### config.mk
export PLATFORM = sky130hd
export DESIGN_NAME = fpu_div_ctrl
export DESIGN_NICKNAME = d
export VERILOG_FILES = /design/src/rtl/fpu_div_ctrl.sv
export SDC_FILE = /design/constraint.sdc
export NUM_CORES = 1
export LEC_CHECK = 0
export ABC_AREA = 1
export ABC_CLOCK_PERIOD_IN_PS = 2270
export CAP_MARGIN = 40
export CORE_ASPECT_RATIO = 1.4
export CORE_MARGIN = 1
export CORE_UTILIZATION = 26
export CTS_CLUSTER_DIAMETER = 80
export DETAILED_ROUTE_END_ITERATION = 8
export PLACE_DENSITY = 0.5
export SYNTH_ARGS = -nofsm -noshare
export SYNTH_HDL_FRONTEND = slang
export SYNTH_SLANG_ARGS = --single-unit
### constraint.sdc
create_clock -name clk -period 2.27 [get_ports clk]
set_input_delay 0.5675 -clock clk [delete_from_list [all_inputs] [get_ports clk]]
set_output_delay 0.5675 -clock clk [all_outputs]
set_load 0.1 [all_outputs]
### src/rtl/fpu_div_ctrl.sv
// -----------------------------------------------------------------------------
// fpu_div_ctrl
//   FP32 divide front/back end wrapped around a sequential mantissa divider.
//   It unpacks two IEEE-754 single-precision operands and resolves special
//   cases (NaN, zero, infinity) without touching the divider. For ordinary
//   operands it launches the divider through a level start/done handshake.
//   It then normalises, truncates and packs the quotient.
//
// Ports
//   clk, arst_n     clock (rising edge) and asynchronous active-low reset
//   start           host request, sampled only while idle
//   a_in, b_in      dividend / divisor, FP32
//   busy            high in every state except IDLE
//   done            one-cycle pulse; result/flags valid from then until next start
//   result          FP32 quotient
//   flags           {invalid, div_by_zero, overflow, underflow}
//   div_dividend    {1,frac_a} to the mantissa divider
//   div_divisor     {1,frac_b} to the mantissa divider
//   div_start       divider request (level)
//   div_done        divider completion (level)
//   div_quotient    floor(div_dividend * 2^23 / div_divisor), valid with div_done
// -----------------------------------------------------------------------------
module fpu_div_ctrl #(
    parameter int          MANT_W      = 24,
    parameter logic [31:0] QNAN        = 32'h7FC00000,
    parameter int          DIV_TIMEOUT = 64
) (
    input  logic              clk,
    input  logic              arst_n,
    input  logic              start,
    input  logic [31:0]       a_in,
    input  logic [31:0]       b_in,
    output logic              busy,
    output logic              done,
    output logic [31:0]       result,
    output logic [3:0]        flags,
    output logic [MANT_W-1:0] div_dividend,
    output logic [MANT_W-1:0] div_divisor,
    output logic              div_start,
    input  logic              div_done,
    input  logic [MANT_W-1:0] div_quotient
);

    localparam int CNT_W = $clog2(DIV_TIMEOUT + 2) + 1;

    typedef enum logic [2:0] {
        S_IDLE,
        S_UNPACK,
        S_DIV_WAIT,
        S_NORM,
        S_PACK
    } state_t;

    // flag bit positions inside flags
    localparam int F_INV = 3;
    localparam int F_DBZ = 2;
    localparam int F_OVF = 1;
    localparam int F_UNF = 0;

    state_t             state_q, state_d;
    logic [31:0]        a_q, a_d;
    logic [31:0]        b_q, b_d;
    logic               sign_q, sign_d;
    logic signed [9:0]  exp_q, exp_d;
    logic [MANT_W-1:0]  quot_q, quot_d;
    logic [31:0]        res_pend_q, res_pend_d;
    logic [3:0]         flg_pend_q, flg_pend_d;
    logic [CNT_W-1:0]   cnt_q, cnt_d;
    logic               busy_q, busy_d;
    logic               done_q, done_d;
    logic [31:0]        result_q, result_d;
    logic [3:0]         flags_q, flags_d;
    logic [MANT_W-1:0]  div_dividend_q, div_dividend_d;
    logic [MANT_W-1:0]  div_divisor_q, div_divisor_d;
    logic               div_start_q, div_start_d;

    // Normalise the divider quotient, truncate, and pack. Returns {flags, result}.
    // The quotient of two mantissas in [1,2) lies in [0.5,2), so at most one
    // left shift is ever needed.
    function automatic logic [35:0] norm_pack(input logic s,
                                              input logic signed [9:0] e_in,
                                              input logic [23:0] q);
        logic signed [9:0] e;
        logic [23:0]       m;
        e = e_in;
        m = q;
        if (!q[23]) begin
            m = {q[22:0], 1'b0};
            e = e_in - 10'sd1;
        end
        if (e >= 10'sd255)
            return {4'b0010, s, 8'hFF, 23'd0};
        else if (e <= 10'sd0)
            return {4'b0001, s, 31'd0};
        else
            return {4'b0000, s, e[7:0], m[22:0]};
    endfunction

    // Operand classification; subnormals are treated as zero.
    logic       a_exp_max, b_exp_max;
    logic       a_nan, b_nan, a_inf, b_inf, a_zero, b_zero;
    logic       sign_ab;

    always_comb begin
        a_exp_max = (a_q[30:23] == 8'hFF);
        b_exp_max = (b_q[30:23] == 8'hFF);
        a_nan     = a_exp_max && (a_q[22:0] != 23'd0);
        b_nan     = b_exp_max && (b_q[22:0] != 23'd0);
        a_inf     = a_exp_max && (a_q[22:0] == 23'd0);
        b_inf     = b_exp_max && (b_q[22:0] == 23'd0);
        a_zero    = (a_q[30:23] == 8'h00);
        b_zero    = (b_q[30:23] == 8'h00);
        sign_ab   = a_q[31] ^ b_q[31];
    end

    always_comb begin
        state_d        = state_q;
        a_d            = a_q;
        b_d            = b_q;
        sign_d         = sign_q;
        exp_d          = exp_q;
        quot_d         = quot_q;
        res_pend_d     = res_pend_q;
        flg_pend_d     = flg_pend_q;
        cnt_d          = cnt_q;
        done_d         = 1'b0;
        result_d       = result_q;
        flags_d        = flags_q;
        div_dividend_d = div_dividend_q;
        div_divisor_d  = div_divisor_q;
        div_start_d    = div_start_q;

        case (state_q)
            S_IDLE: begin
                if (start) begin
                    a_d     = a_in;
                    b_d     = b_in;
                    flags_d = 4'b0000;
                    state_d = S_UNPACK;
                end
            end

            S_UNPACK: begin
                sign_d     = sign_ab;
                flg_pend_d = 4'b0000;
                if (a_nan || b_nan || (a_zero && b_zero) || (a_inf && b_inf)) begin
                    res_pend_d        = QNAN;
                    flg_pend_d[F_INV] = 1'b1;
                    state_d           = S_PACK;
                end else if (a_inf) begin
                    res_pend_d = {sign_ab, 8'hFF, 23'd0};
                    state_d    = S_PACK;
                end else if (b_zero) begin
                    res_pend_d        = {sign_ab, 8'hFF, 23'd0};
                    flg_pend_d[F_DBZ] = 1'b1;
                    state_d           = S_PACK;
                end else if (a_zero || b_inf) begin
                    res_pend_d = {sign_ab, 31'd0};
                    state_d    = S_PACK;
                end else begin
                    div_dividend_d = {1'b1, a_q[22:0]};
                    div_divisor_d  = {1'b1, b_q[22:0]};
                    exp_d          = $signed({2'b00, a_q[30:23]})
                                   - $signed({2'b00, b_q[30:23]}) + 10'sd127;
                    cnt_d          = '0;
                    // A done still high from an earlier transaction must clear
                    // before a new request may be raised.
                    if (!div_done) begin
                        div_start_d = 1'b1;
                        state_d     = S_DIV_WAIT;
                    end
                end
            end

            S_DIV_WAIT: begin
                if (div_done) begin
                    quot_d      = div_quotient;
                    div_start_d = 1'b0;
                    state_d     = S_NORM;
                end else if ((DIV_TIMEOUT > 0) &&
                             ((cnt_q + CNT_W'(2)) >= CNT_W'(DIV_TIMEOUT))) begin
                    // Fire one cycle early so done lands exactly DIV_TIMEOUT
                    // cycles after div_start rose (PACK adds the last cycle).
                    div_start_d = 1'b0;
                    res_pend_d  = QNAN;
                    flg_pend_d  = 4'b1000;
                    state_d     = S_PACK;
                end else begin
                    cnt_d = cnt_q + CNT_W'(1);
                end
            end

            S_NORM: begin
                {flg_pend_d, res_pend_d} = norm_pack(sign_q, exp_q, quot_q);
                state_d = S_PACK;
            end

            S_PACK: begin
                result_d = res_pend_q;
                flags_d  = flg_pend_q;
                done_d   = 1'b1;
                state_d  = S_IDLE;
            end

            default: state_d = S_IDLE;
        endcase

        busy_d = (state_d != S_IDLE);
    end

    always_ff @(posedge clk or negedge arst_n) begin
        if (!arst_n) begin
            state_q        <= S_IDLE;
            a_q            <= '0;
            b_q            <= '0;
            sign_q         <= 1'b0;
            exp_q          <= '0;
            quot_q         <= '0;
            res_pend_q     <= '0;
            flg_pend_q     <= '0;
            cnt_q          <= '0;
            busy_q         <= 1'b0;
            done_q         <= 1'b0;
            result_q       <= '0;
            flags_q        <= '0;
            div_dividend_q <= '0;
            div_divisor_q  <= '0;
            div_start_q    <= 1'b0;
        end else begin
            state_q        <= state_d;
            a_q            <= a_d;
            b_q            <= b_d;
            sign_q         <= sign_d;
            exp_q          <= exp_d;
            quot_q         <= quot_d;
            res_pend_q     <= res_pend_d;
            flg_pend_q     <= flg_pend_d;
            cnt_q          <= cnt_d;
            busy_q         <= busy_d;
            done_q         <= done_d;
            result_q       <= result_d;
            flags_q        <= flags_d;
            div_dividend_q <= div_dividend_d;
            div_divisor_q  <= div_divisor_d;
            div_start_q    <= div_start_d;
        end
    end

    assign busy         = busy_q;
    assign done         = done_q;
    assign result       = result_q;
    assign flags        = flags_q;
    assign div_dividend = div_dividend_q;
    assign div_divisor  = div_divisor_q;
    assign div_start    = div_start_q;

endmodule

==> metrics.csv <==
metric,value,unit
synth_warnings,0,
cap_viol_max_count,0,
relSlewSlack,72.3,%
clk_pin_slew,0.06,ns
core,0.0402,mm^2
dieArea,0.0414,mm^2
drc,0,
synth_most_common_cell,nand2_1,
grt_pass1_vias,8375,
crit_required,2.68,ns
critPathMaxFanout,9,
min_from,res_pend_q[24],
totalWireLength,28000,um
finalMaxSlewViolations,0,
io_buffer_count,178,
start_kind,flop,
nFillCells,4169,
worst_pin_slew,0.414,ns
synthArstFlopShare,100,%
grt_max_degree,71,
final_nets,1488,
yosys_register_bits,232,
area_delta_synth_final,32.2,%
clk_latency,0.53,ns
synth_cells,1184,
hold_class,reg -> reg,
cts.path.max_buffers,3,
fin_skew,0.0116,ns
dp_hpwl,20100,um
hold_depth,2,
hold_end,result[24],
fin_crit_sh,94.3,%
tns,0,ns
status,"complete, no violations",
r2r_setup_slack,0.13,ns
chipHeight,240,um
cts_tree,yes,
drt-vias-per-instance,4.27,
ys_seq_area_share,55.0,%
finalSetupViolCount,0,
drt_iter0_markers,458,
rows,87,
h-tree-depth,1,
initial_core_util,26.3,%
netlist_area,0.0106,mm^2
synth_top_cell_area_share,55.0,%
hold_viol,0,
yosys_most_used_dff,dfrtp_1,
grt.total_usage,13.7,%
synth.area.top_cells,"dfrtp_1 (55%), nand2_1 (13%), mux2_2 (5.1%), nor2_1 (3.8%), inv_1 (3.3%)",
post_drt_wl_per_cell,14.5,um
rr_startpoint,exp_q[0],
grt_antenna_before_repair,0,
via_count,8252,
rsz0062_at_grt,false,
ys_top_cells_by_count,"nand2_1 (375), dfrtp_1 (232), nor2_1 (106)",
cts.sinks,232,
drive_gt1_share,20.1,%
die_x,172,um
min_period,2.14,ns
grt_pass1_wl,44600,um
reg2reg_to,res_pend_q[8],
endpoint_kind,flop,
max_freq,467,MHz
critPathKind,reg -> reg,
postSynthNetCount,1290,
cp.arrival,2.56,ns
rr_worst_depth,14,
ant_nets,0,
cts_inserted_buffers,25,
cts_root_buffer,clkbuf_16,
synth_edf_count,0,
yosys.area.top_type,dfrtp_1,
place_congestion,0.798,
synthDistinctLibCells,41,
first_pass_iters,5,
overflow,0,
num_antenna_cells,0,
synth_area_per_cell,8.91,um^2
io_pins,179,
## through the flow
step	instances	worst slack, ns	hold slack [ns]	area, um^2	util (%)
6_report	1934	0.128	0.472	14000	34.7
5_1_grt	1934	0.00184	0.500	14000	34.7
4_1_cts	1929	0.0274	0.479	13800	34.5
3_5_place_dp	1883	0.0463	0.464	13000	32.4
3_3_place_gp	1883	0.0899	0.461	13000	32.4
2_1_floorplan	1184	0.171	0.272	10600	-
## cells in the final DEF (no fill, tap or decap), drive strengths merged, types with 2 or more instances in the layout
| cell type | count |
|---|---|
| a21oi | 32 |
| nor2 | 117 |
| o22ai | 4 |
| xor2 | 14 |
| nand4 | 27 |
| dfrtp | 232 |
| buf | 126 |
| nand2 | 391 |
| clkdlybuf4s50 | 90 |
| or2 | 7 |
| clkinv | 2 |
| bufinv | 2 |
| ha | 13 |
| clkbuf | 39 |
| nand3 | 45 |
| o21ai | 93 |
| nand3b | 2 |
| inv | 102 |
| mux2 | 48 |
| xnor2 | 3 |
| o21bai | 2 |
## worst max path at each step
stage	start	end	slack (ns)	cells after the start
after floorplan	a_q[23]	exp_q[8]	0.17	14
after global placement	a_q[11]	res_pend_q[30]	0.09	13
after detailed placement	a_q[15]	res_pend_q[27]	0.05	12
after CTS	a_q[15]	res_pend_q[25]	0.03	13
after global routing	exp_q[0]	res_pend_q[11]	0.002	13
final	exp_q[0]	res_pend_q[8]	0.13	14
## what timing repair did
action / 4_1_cts / 5_1_grt
endpoints found under the hold margin: 37 / 0
hold buffers: 1 / 0
gates resized for setup: 0 / 15
setup buffers: 0 / 4
endpoints found under the setup margin: 0 / 85
## cell type report
type | count | area [um^2] | area share [%]
repair buffers | 217 | 2050 | 14.7
multi-input cells | 805 | 4220 | 30.2
clock buffers | 39 | 738 | 5.29
inverters | 101 | 379 | 2.72
flip-flops and latches | 232 | 5810 | 41.6
clock inverters | 6 | 90.1 | 0.646
well taps | 534 | 668 | 4.79
## logic make-up after synthesis
family,synth area share [%]
compound gates,7.16
xor+xnor,1.48
fa+ha+maj,1.73
buf+inv,5.76
flops,55.0
mux,5.12
simple gates,23.7
## routing by layer
metal	GRT usage [%]	up-vias	share of wire [%]
li1	-	4157	-
met1	16.0	3857	41
met2	24.1	197	50
met3	3.80	41	6.7
met4	3.92	0	2.0
met5	0	-	0
## flip-flops by register name, summed over array words and instances, names as in the netlist, 4 cells and up
register and flops:
a_q 32, cnt_q 8, res_pend_q 32, quot_q 24
result 32, flg_pend_q 4, div_dividend 24, exp_q 10
div_divisor 23, b_q 32, flags 4
## critical path: stages, from the launching register on
cell and delay, ns:
dfrtp_1 0.40, inv_1 0.09, ha_1 0.31, o21ai_2 0.18, nand2_1 0.08, nor2_1 0.10
nand2_1 0.06, nor2_1 0.12, nand3_1 0.10, nand2_2 0.15, nand2_8 0.09, nand2_4 0.15
nor2_8 0.08, nand2_2 0.07, o21ai_2 0.05
Power is left out: the tool's default activity adds up to more than one toggle a clock period on the data nets, which glitch-free logic cannot reach.
